==> src/rtl/apb_slave_pkg.sv <==
// Shared definitions for the APB register-file slave: FSM state encoding,
// wait-counter width and address-decode helper functions.
package apb_slave_pkg;

    // Slave protocol state: waiting for a setup phase, or inside an access phase
    typedef enum logic {
        IDLE   = 1'b0,
        ACCESS = 1'b1
    } state_e;

    // Wait counter is wide enough for WAIT_STATES up to 255
    localparam int WAIT_CNT_WIDTH = 8;

    // Number of byte-offset bits below the register index
    function automatic int addr_lsb(input int wstrb_width);
        return (wstrb_width > 1) ? $clog2(wstrb_width) : 0;
    endfunction

    // Bits needed to select one of num_regs registers (at least one bit)
    function automatic int index_width(input int num_regs);
        return (num_regs > 1) ? $clog2(num_regs) : 1;
    endfunction

endpackage

==> src/rtl/apb_regfile_bank.sv <==
// Register storage for the APB slave: NUM_REGS words of DATA_WIDTH bits,
// one byte-strobed write port and one asynchronous read port.
// Every word clears to zero on reset.
module apb_regfile_bank #(
    parameter int DATA_WIDTH = 32,
    parameter int NUM_REGS   = 8,
    parameter int IDX_WIDTH  = 3
) (
    input  logic                    clk,
    input  logic                    rstn,
    input  logic                    we_i,
    input  logic [IDX_WIDTH-1:0]    waddr_i,
    input  logic [DATA_WIDTH-1:0]   wdata_i,
    input  logic [DATA_WIDTH/8-1:0] wstrb_i,
    input  logic [IDX_WIDTH-1:0]    raddr_i,
    output logic [DATA_WIDTH-1:0]   rdata_o
);

    localparam int LANES = DATA_WIDTH / 8;

    logic [DATA_WIDTH-1:0] rows [NUM_REGS];

    genvar gi;
    generate
        for (gi = 0; gi < NUM_REGS; gi++) begin : row_g
            logic [DATA_WIDTH-1:0] word_q;

            // Byte-lane update of this word when it is the write target
            always_ff @(posedge clk or negedge rstn) begin
                if (!rstn) begin
                    word_q <= '0;
                end else if (we_i && (waddr_i == IDX_WIDTH'(gi))) begin
                    for (int b = 0; b < LANES; b++) begin
                        if (wstrb_i[b]) begin
                            word_q[8*b +: 8] <= wdata_i[8*b +: 8];
                        end
                    end
                end
            end

            assign rows[gi] = word_q;
        end
    endgenerate

    // Out-of-range indices (NUM_REGS not a power of two) read as zero
    assign rdata_o = (32'(raddr_i) < NUM_REGS) ? rows[raddr_i] : '0;

endmodule

==> src/rtl/apb_regfile_slave.sv <==
// APB slave exposing a byte-strobed register bank with a fixed number of
// wait states per access and an error response for unmapped or misaligned
// addresses. Holds the protocol FSM, wait counter, decode and optional trace.
// Optional feature: define APB_SLAVE_TRACE_EN to print every completed
// transfer during simulation; the synthesised logic is unchanged.
module apb_regfile_slave
    import apb_slave_pkg::*;
#(
    parameter  int ADDR_WIDTH  = 32,
    parameter  int DATA_WIDTH  = 32,
    parameter  int NUM_REGS    = 8,
    parameter  int WAIT_STATES = 0,
    parameter  int ID          = 0,
    localparam int WSTRB_WIDTH = DATA_WIDTH / 8
) (
    input  logic                   clk,
    input  logic                   rstn,
    input  logic                   s_psel,
    input  logic                   s_penable,
    input  logic                   s_pwrite,
    input  logic [ADDR_WIDTH-1:0]  s_paddr,
    input  logic [DATA_WIDTH-1:0]  s_pwdata,
    input  logic [WSTRB_WIDTH-1:0] s_pstrb,
    output logic [DATA_WIDTH-1:0]  s_prdata,
    output logic                   s_pready,
    output logic                   s_pslverr
);

    localparam int LSB   = addr_lsb(WSTRB_WIDTH);
    localparam int IDX_W = index_width(NUM_REGS);
    localparam logic [WAIT_CNT_WIDTH-1:0] WAIT_INIT = WAIT_CNT_WIDTH'(WAIT_STATES);

    state_e                    state_q, state_d;
    logic [WAIT_CNT_WIDTH-1:0] cnt_q, cnt_d;
    logic                      ready;
    logic                      complete;
    logic                      misalign;
    logic                      addr_err;
    logic [ADDR_WIDTH-1:0]     index_full;
    logic [IDX_W-1:0]          bank_idx;
    logic [DATA_WIDTH-1:0]     bank_rdata;
    logic                      bank_we;

    // Address decode: word index and error classification
    assign index_full = s_paddr >> LSB;
    assign bank_idx   = index_full[IDX_W-1:0];

    generate
        if (LSB > 0) begin : align_g
            assign misalign = |s_paddr[LSB-1:0];
        end else begin : noalign_g
            assign misalign = 1'b0;
        end
    endgenerate

    assign addr_err = misalign || (index_full >= ADDR_WIDTH'(NUM_REGS));

    // State and wait-counter registers
    always_ff @(posedge clk or negedge rstn) begin
        if (!rstn) begin
            state_q <= IDLE;
            cnt_q   <= '0;
        end else begin
            state_q <= state_d;
            cnt_q   <= cnt_d;
        end
    end

    // Next-state logic: count down wait states, complete or abandon the access
    always_comb begin
        state_d  = state_q;
        cnt_d    = cnt_q;
        ready    = 1'b0;
        complete = 1'b0;
        case (state_q)
            IDLE: begin
                if (s_psel && !s_penable) begin
                    state_d = ACCESS;
                    cnt_d   = WAIT_INIT;
                end
            end
            ACCESS: begin
                ready = (cnt_q == '0);
                if (!s_psel) begin
                    // Master dropped the select mid-transfer: abandon silently
                    state_d = IDLE;
                    cnt_d   = '0;
                end else if (!ready) begin
                    cnt_d = cnt_q - 1'b1;
                end else if (s_penable) begin
                    complete = 1'b1;
                    state_d  = IDLE;
                end
            end
            default: begin
                state_d = IDLE;
                cnt_d   = '0;
            end
        endcase
    end

    assign bank_we   = complete && s_pwrite && !addr_err;
    assign s_pready  = ready;
    assign s_pslverr = ready && addr_err;
    assign s_prdata  = (ready && !s_pwrite && !addr_err) ? bank_rdata : '0;

    apb_regfile_bank #(
        .DATA_WIDTH(DATA_WIDTH),
        .NUM_REGS  (NUM_REGS),
        .IDX_WIDTH (IDX_W)
    ) u_bank (
        .clk    (clk),
        .rstn   (rstn),
        .we_i   (bank_we),
        .waddr_i(bank_idx),
        .wdata_i(s_pwdata),
        .wstrb_i(s_pstrb),
        .raddr_i(bank_idx),
        .rdata_o(bank_rdata)
    );

`ifdef APB_SLAVE_TRACE_EN
    // Simulation trace of each completed transfer
    always @(posedge clk) begin
        if (rstn && complete) begin
            $display("apb_slave[%0d] %s addr=%h data=%h strb=%h err=%0d",
                     ID, s_pwrite ? "W" : "R", s_paddr,
                     s_pwrite ? s_pwdata : s_prdata, s_pstrb, addr_err);
        end
    end
`endif

endmodule

==> config.mk <==
export PLATFORM = sky130hd
export DESIGN_NAME = apb_regfile_slave
export DESIGN_NICKNAME = d
export VERILOG_FILES = /design/src/rtl/apb_slave_pkg.sv /design/src/rtl/apb_regfile_bank.sv /design/src/rtl/apb_regfile_slave.sv
export SDC_FILE = /design/constraint.sdc
export NUM_CORES = 1
export LEC_CHECK = 0
export CAP_MARGIN = 20
export CORE_MARGIN = 2
export CORE_UTILIZATION = 44
export CTS_CLUSTER_DIAMETER = 100
export DETAILED_ROUTE_END_ITERATION = 6
export SETUP_SLACK_MARGIN = 0.15
export SYNTH_ARGS = -nofsm -noshare
export SYNTH_HDL_FRONTEND = slang
export SYNTH_SLANG_ARGS = --single-unit
export TNS_END_PERCENT = 10
==> constraint.sdc <==
create_clock -name clk -period 3.4 [get_ports clk]
set_clock_uncertainty 0.05 [all_clocks]
set_input_delay 0.68 -clock clk [delete_from_list [all_inputs] [get_ports clk]]
set_output_delay 0.68 -clock clk [all_outputs]
set_load 0.02 [all_outputs]
==> results.toml, run 1 <==
[synthesis]
synth_simple_gate_area_share_pct = 9.591
synth_area_mm2 = 0.01396
synth_area_per_cell_um2 = 16.80
synth.net_count = 906
ys_async_sr_fraction_pct = 100.0
synth.distinct_cells = 45
synth_compound_area_share_pct = 0.7530
synth_fa_ha_area_share_pct = 0.1793
synthFlopType = "dfrtp_1"
yosys-mux-area-fraction_pct = 39.66
synth_xor_xnor_area_share_pct = 0.06275
yosys_warnings = 0
ys_seq_area_share_pct = 47.51
postSynthCellCount = 831
synth_top_family_by_area = "multiplexers"
synth-edff-count = 0
synth_seq_cells = 265

[die]
start_util_pct = 44.46
io_pins = 107
dieArea_mm2 = 0.03316
rows = 65
die-height_um = 182.1
die_x_um = 182.1
core_mm2 = 0.03139

[critical_path]
critPathLaunchType = "primary input"
crit_type = "in -> out"
crit_required_ps = 2670
cp_max_fo = 8
endpoint_kind = "output pin"
crit_arrival_ps = 2670

[cts]
root_buffer = "clkbuf_16"
ctsHoldBuffers = 0
clk_pin_slew_worst_paths_ps = 60
cts_made_buffers = 29
clk_path_buf_depth = 3
worstSkewPairLatency_ps = 550
cts_sinks = 265
htreeDepth = 1
cts_tree = "done"

[run_status]
violations = "setup timing"
status = "finished with violations"

[final_layout]
syn2layout_area_growth_pct = 27.22
final_common_cell = "dfrtp_1"
stdcell_count = 1435
nFillCells = 2516
fin_nets = 1088
multiInputGateArea_mm2 = 0.007341
drive_gt1_share_pct = 53.39
fin_area_mm2 = 0.01776
layout_common_cells = "dfrtp_1, mux2_4, mux4_2"
regArea_mm2 = 0.006631

[sta]
setup_tns_ps = -0.03997
rsz0062_at_grt = "true"
fmax_mhz = 294.1
tightest_slew_ps = 645.0
setup_violations = 1
fin_ws_ps = -0.03997
fin_crit_sh_pct = 100.0
maxSlewViolCount = 0
slew-limit-headroom_pct = 56.91
fin_crit_ps = 3400
hold_viol = 0

[global_routing]
grt_pass1_vias = 8515
antenna_found_initial = 0
grt_use_total_pct = 20.15
grt_pass1_wl_um = 52040
grt_start_max_net_pins = 81
overflow = 0

[routing]
met3_length_um = 1185
viasPerCell = 5.502
wl_met1_um = 15600
post_drt_wl_per_cell_um = 22.59
top_layer_used = "met4"
vias = 7896
dr.first_iter.drc_count = 438
finalWirelength_um = 32410
drt.antenna.violating_nets = 0
dr.pass1.iters = 5
wl_met2_um = 14860
drc = 0

[placed_design]
detailed_place_hpwl_um = 19370
gp_congestion = 0.7733
place_ws_ps = -600.3
post_dp_cell_area_mm2 = 0.01624
dp_cells = 1374
port_buffers = 106

[power_and_ir_drop]
ir_worst_vdd_mv = 0.3444
powerDensity_mw_per_mm2 = 418.0
leakage_uw = 0.008308
fin_total_pwr_uw = 7422

[worst_hold_path]
min_path_type = "in -> async"

[flow_run]
cap_violations = 0
-- routing by layer --
layer,GRT usage (%),vias up
met5,0,-
met4,4.935,0
met3,2.874,49
met2,31.40,144
met1,29.92,4172
li1,-,3531
-- final cells by class --
cell class / count / area share, %
antenna: 1 / 0.01409
clock buffer: 38 / 4.502
clock inverter: 12 / 0.9371
inverter: 4 / 0.08455
multi-input combinational: 516 / 41.34
sequential: 265 / 37.34
tap: 402 / 2.832
timing repair buffer: 197 / 12.95
-- power breakdown --
| part | leakage (uW) | total (uW) | switching, uW | internal [uW] |
|---|---|---|---|---|
| Sequential | 0.00370 | 3240 | 46.4 | 3200 |
| Combinational | 0.00413 | 945 | 524 | 421 |
| Clock | 0.000477 | 3240 | 1290 | 1950 |
| Total | 0.00831 | 7420 | 1860 | 5560 |
-- cells by family after synthesis --
logic type,count (synthesis)
XOR/XNOR,1
AND/OR/NAND/NOR,144
buffers and inverters,50
flip-flops,265
AO/OA/AOI/OAI,15
multiplexers,354
adder cells (fa/ha/maj),2
-- cells in the mapped netlist (3+ instances only) --
| cell type | number | area share, % |
|---|---|---|
| clkbuf_1 | 12 | 0.32 |
| inv_1 | 4 | 0.11 |
| nor4_4 | 33 | 5.0 |
| a21oi_1 | 3 | 0.11 |
| buf_1 | 11 | 0.30 |
| nor4_2 | 6 | 0.54 |
| buf_4 | 6 | 0.32 |
| buf_8 | 5 | 0.54 |
| o21ai_0 | 3 | 0.11 |
| mux2i_1 | 34 | 2.4 |
| or4_1 | 3 | 0.16 |
| nor3_1 | 4 | 0.14 |
| mux4_2 | 64 | 10 |
| mux2_1 | 24 | 1.9 |
| dfrtp_1 | 265 | 48 |
| clkdlybuf4s25_2 | 4 | 0.29 |
| nor2_1 | 41 | 1.1 |
| mux2_4 | 232 | 25 |
| nand2_1 | 4 | 0.11 |
| buf_2 | 6 | 0.22 |
| nand3_1 | 28 | 1.0 |
| nand4_1 | 8 | 0.36 |
| nor2b_1 | 4 | 0.18 |
-- critical path, stage by stage --
cell             delay, ps
clkdlybuf4s50_1        440
nor4_4                 210
nand4_4                200
or4_4                  530
buf_12                 170
buf_16                 170
nor2_4                 120
buf_6                  120
-- stage by stage --
| step | hold slack [ps] | util, % |
|---|---|---|
| after floorplan | 334.4 | - |
| after detailed placement | 415.6 | 51.73 |
| after global routing | 110.9 | 56.56 |
| after CTS | 89.14 | 56.45 |
| final | 69.98 | 56.57 |
| after global placement | 410.9 | 51.73 |
-- final timing paths --
kind                                                        start                                     end  slack, ps  cells past startpoint
max                                                   s_paddr[18]                            s_prdata[14]      -0.04                      8
min                                                          rstn   u_bank.row_g[0].word_q[4]$_DFFE_PN0P_         70                      1
max reg2reg                                  cnt_q[0]$_DFFE_PN0P_  u_bank.row_g[3].word_q[18]$_DFFE_PN0P_       1020                     10
min reg2reg                u_bank.row_g[6].word_q[18]$_DFFE_PN0P_  u_bank.row_g[6].word_q[18]$_DFFE_PN0P_        430                      1
max in group asynchronous                                    rstn  u_bank.row_g[7].word_q[17]$_DFFE_PN0P_       2400                      2
min in group clk           u_bank.row_g[6].word_q[18]$_DFFE_PN0P_  u_bank.row_g[6].word_q[18]$_DFFE_PN0P_        430                      1
-- state kept, by name, indices dropped and copies added (netlist names) --
name                 flops
state_q                  1
u_bank.row_g.word_q    256
cnt_q                    8
-- repair_timing --
action                                  CTS  global route
buffers inserted                          5             2
endpoints found under the setup margin   33            33
cloned                                    3             0
pin swaps                                43            10
endpoints found under the hold margin     0             0
resized for setup                       297             6
(Power assumes the default switching activity.)
==> inputs of run 2 (changes only) <==
--- a/config.mk
+++ b/config.mk
@@ -7,11 +7,12 @@
 export LEC_CHECK = 0
 export CAP_MARGIN = 20
 export CORE_MARGIN = 2
-export CORE_UTILIZATION = 44
+export CORE_UTILIZATION = 59
 export CTS_CLUSTER_DIAMETER = 100
 export DETAILED_ROUTE_END_ITERATION = 6
+export PLACE_DENSITY = 0.8
 export SETUP_SLACK_MARGIN = 0.15
 export SYNTH_ARGS = -nofsm -noshare
 export SYNTH_HDL_FRONTEND = slang
 export SYNTH_SLANG_ARGS = --single-unit
-export TNS_END_PERCENT = 10
+export TNS_END_PERCENT = 5
==> run 2 against run 1 <==
Compared with the run above:
- the run now ends clean
- non-clock buffer count shrank 6
- via count grew 2.8%
- global-route usage grew 6.0 points
- sequential power is essentially flat
- largest cell class unchanged
- largest power group unchanged
==> results.toml, run 2 (synthesized netlist as in run 1, its figures left out) <==
[final_layout]
stdcell_count = 1347
drive_gt1_share_pct = 52.09
regArea_mm2 = 0.006633
syn2layout_area_growth_pct = 25.61
layout_common_cells = "dfrtp_1, mux2_4, mux4_2"
top_register = "u_bank.row_g.word_q"
multiInputGateArea_mm2 = 0.007262
largestRegisters = "u_bank.row_g.word_q x256, cnt_q x8, state_q x1"
final_common_cell = "dfrtp_1"
fin_util_pct = 75.14
fin_nets = 1081
nFillCells = 1328
largest_reg_flops = 256

[routing]
drt.antenna.violating_nets = 0
viasPerCell = 6.026
post_drt_wl_per_cell_um = 23.75
vias = 8117
met3_length_um = 1350
dr.pass1.iters = 5
wl_met2_um = 15880
drc = 0
dr.first_iter.drc_count = 618
wl_met1_um = 14190
finalWirelength_um = 31990
top_layer_used = "met4"

[sta]
holdWs_ps = 84.45
rsz0062_at_grt = "true"
fin_crit_ps = 3387
hold_viol = 0
fin_crit_sh_pct = 99.63
tightest_slew_ps = 724.0
setup_violations = 0
slew-limit-headroom_pct = 51.74
maxSlewViolCount = 0
fmax_mhz = 295.2

[critical_path]
crit_arrival_ps = 2660
slowest_stage = "or4_4"
endpoint_kind = "output pin"
crit_chain = "dlygate4sd2_1 -> nor4_4 -> nand4_4 -> or4_4 -> buf_6 -> buf_16 -> nor2_2 -> buf_4"
critPathLaunchType = "primary input"
path_buf_inv = 4
cp_top_family = "simple AND/OR/NAND/NOR gates"
cp_max_fo = 9
crit_required_ps = 2670
r2r_slack_ps = 550
max_stage_delay_ps = 610
crit_type = "in -> out"

[run_status]
status = "finished clean"

[cts]
worstSkewPairLatency_ps = 540
cts_sinks = 265
cts_tree = "done"
root_buffer = "clkbuf_16"
ctsHoldBuffers = 0
htreeDepth = 1
clk_pin_slew_worst_paths_ps = 60
clk_path_buf_depth = 3
cts_made_buffers = 28

[worst_hold_path]
min_path_type = "in -> async"

[power_and_ir_drop]
fin_total_pwr_uw = 7358
powerDensity_mw_per_mm2 = 419.6
leakage_uw = 0.008372
ir_worst_vdd_mv = 0.2781

[die]
start_util_pct = 59.82
dieArea_mm2 = 0.02490
core_mm2 = 0.02333
io_pins = 107
rows = 56
die_x_um = 157.8
die-height_um = 157.8

[global_routing]
grt_pass1_wl_um = 50180
grt_start_max_net_pins = 92
grt_use_total_pct = 26.17
grt_pass1_vias = 8849
overflow = 0
antenna_found_initial = 1

[placed_design]
port_buffers = 106
dp_cells = 1270
detailed_place_hpwl_um = 18600
gp_congestion = 0.7432

[flow_run]
cap_violations = 0
## run 2: final timing paths
path / cells past startpoint / to / from
max: 8 / s_prdata[27] / s_paddr[27]
min: 1 / u_bank.row_g[0].word_q[4]$_DFFE_PN0P_ / rstn
max reg2reg: 12 / u_bank.row_g[6].word_q[18]$_DFFE_PN0P_ / cnt_q[1]$_DFFE_PN0P_
min reg2reg: 1 / u_bank.row_g[6].word_q[29]$_DFFE_PN0P_ / u_bank.row_g[6].word_q[29]$_DFFE_PN0P_
max in group asynchronous: 2 / u_bank.row_g[7].word_q[22]$_DFFE_PN0P_ / rstn
min in group clk: 1 / u_bank.row_g[6].word_q[29]$_DFFE_PN0P_ / u_bank.row_g[6].word_q[29]$_DFFE_PN0P_
## run 2: cell type report
class,instances,area share (%)
multi-input combinational,516,41.42
antenna,1,0.01427
clock buffer,42,4.646
timing repair buffer,191,13.04
clock inverter,9,0.6851
sequential,265,37.83
tap,319,2.276
inverter,4,0.08563
## run 2: power breakdown
part,switching (uW),internal (uW)
logic,553,456
clock network,1220,1870
registers,59.2,3200
## run 2: per-layer routing
| metal | global-route usage, % | up-vias |
|---|---|---|
| li1 | - | 3510 |
| met1 | 37.42 | 4339 |
| met2 | 43.02 | 219 |
| met3 | 3.422 | 49 |
| met4 | 6.320 | 0 |
| met5 | 0 | - |
## run 2: per-stage QoR
step,setup TNS (ps),area (um^2),worst slack [ps]
after floorplan,0,13960,215.8
after detailed placement,-16050,15950,-527.2
after global routing,-75.49,17530,-20.57
after global placement,-13810,15950,-434.8
after CTS,0,17210,38.34
final,0,17530,12.69
## run 2: timing repair
| item | in CTS | in global routing |
|---|---|---|
| resized for setup | 216 | 67 |
| setup endpoints to repair | 33 | 34 |
| pin swaps | 10 | 19 |
| cloned | 4 | 1 |
| setup buffers | 15 | 5 |
==> RTL change, RTL diff (flow settings as in run 1) <==
Set the package constant `WAIT_CNT_WIDTH` to 7 (it was 8).
--- a/src/rtl/apb_slave_pkg.sv
+++ b/src/rtl/apb_slave_pkg.sv
@@ -10,5 +10,5 @@
 
     // Wait counter is wide enough for WAIT_STATES up to 255
-    localparam int WAIT_CNT_WIDTH = 8;
+    localparam int WAIT_CNT_WIDTH = 7;
 
     // Number of byte-offset bits below the register index
Formal check against the unedited RTL: same outputs for any inputs over 4 cycles, from zero or initial values and one cycle with rstn low; that may be too few to reach the edited logic, so the function may still have changed.
==> RTL change against run 1 <==
Area after synthesis shrank 8.5%; sequential cell count decreased by 1; count of clock-buffer cells in the layout grew 2; wire length is 5.9% lower; critical path type unchanged; die area decreased by 8.3%; setup slack improved by 0.019 ns; cell area decreased by 9.0%; total power is 3.5% lower; largest cell class is now registers; sequential share of layout area is 3.6 points higher.
==> RTL change: results (changes against run 1) <==
* Status: finished clean (was finished with violations)
* Leakage at 7.81 nW (was 8.31 nW)
* Yosys cell types at 37 (was 45)
* Peak supply drop at 0.288 mV (was 0.344 mV)
* Pin count of the biggest net entering global routing at 104 (was 81)
* Adder-cell share of the synthesized area at 0.196% (was 0.179%)
* Row count at 62 (was 65)
* Final Net Count at 1062 (was 1088)
* Worst reg2reg path depth at 7 (was 10)
* Multi-In Gates at 510 (was 516)
* Worst-skew pair later-pin latency at 0.52 ns (was 0.55 ns)
* Clk tree area frac at 5.84% (was 5.44%)
* Data buffer area share at 11.3% (was 13.0%)
* Metal3 WL at 1460 µm (was 1190 µm)
* Antenna cells at 2 (was 1)
* Post-CTS Resized at 217 (was 297)
* Drt first-iter violations at 399 (was 438)
* Least-Margin Pin Slew at 0.829 ns (was 0.645 ns)
* RR Endpoint: u_bank.row_g[0].word_q[17] (was u_bank.row_g[3].word_q[18])
* Fillers at 2227 (was 2516)
* Biggest regs: u_bank.row_g.word_q x256, cnt_q x7, state_q x1 (was u_bank.row_g.word_q x256, cnt_q x8, state_q x1)
* Seq cells at 264 (was 265)
* Setup repair bufs after CTS at 7 (was 5)
* Drt pass-1 iters at 4 (was 5)
* Clk_buf instances at 40 (was 38)
* Global-route usage over all layers at 20.6% (was 20.1%)
* Initial antenna violation count at 3 (was 0)
* GP Congestion at 0.794 (was 0.773)
* Share of layout cells above drive strength 1 at 55.0% (was 53.4%)
* Max layer used: met5 (was met4)
* DP HPWL at 19500 µm (was 19400 µm)
* Post-Place Cell Area at 14800 µm² (was 16200 µm²)
* Avg WL per Cell at 21.9 µm (was 22.6 µm)
* Non-clock buffers at 178 (was 197)
* Complex-gate fraction of the synthesized area at 0.490% (was 0.753%)
* Mux contribution to synthesized area at 36.6% (was 39.7%)
* Vias in the first global route at 8776 (was 8515)
* Via/cell ratio at 5.55 (was 5.50)
* Fraction of area in multi-input gates at 38.9% (was 41.3%)
* Layout area overhead at 26.5% (was 27.2%)
* Global-route wire length before repair at 49200 µm (was 52000 µm)
* Finished Layout Cells at 1394 (was 1435)
* RR Startpoint: cnt_q[5] (was cnt_q[0])
* FF/Latch Area at 6610 µm² (was 6630 µm²)
* Metal-1 WL at 12600 µm (was 15600 µm)
* M3 GR Usage at 3.00% (was 2.87%)
* Hold WS at 0.138 ns (was 0.0700 ns)
[RTL change: cell types whose count changed in the layout (fill, tap and decap cells not counted), moves of 9 or more]
| cell | delta |
|---|---|
| nand2_1 | +19 |
| buf_4 | +9 |
| nand3_1 | -10 |
| buf_12 | -22 |
| mux2_4 | -232 |
| mux2_1 | -24 |
| mux2_2 | +257 |
[RTL change: worst max path at each step]
stage	from	end	slack, ns	depth (start not counted)
floorplan	s_paddr[22]	s_prdata[10]	0.24	6
global placement	s_paddr[7]	s_prdata[22]	-0.38	8
detailed placement	s_paddr[25]	s_prdata[26]	-0.48	7
CTS	cnt_q[5]	s_prdata[9]	-0.04	6
global route	cnt_q[1]	s_prdata[26]	-0.06	9
finish	s_paddr[15]	s_prdata[26]	0.02	9
[RTL change: where the power goes]
group,leakage [nW],switching [W],total (W),internal [W]
Clock,0.471,0.00123,0.00307,0.00184
Combinational,3.65,0.000457,0.000859,0.000403
Sequential,3.68,0.0000472,0.00323,0.00318
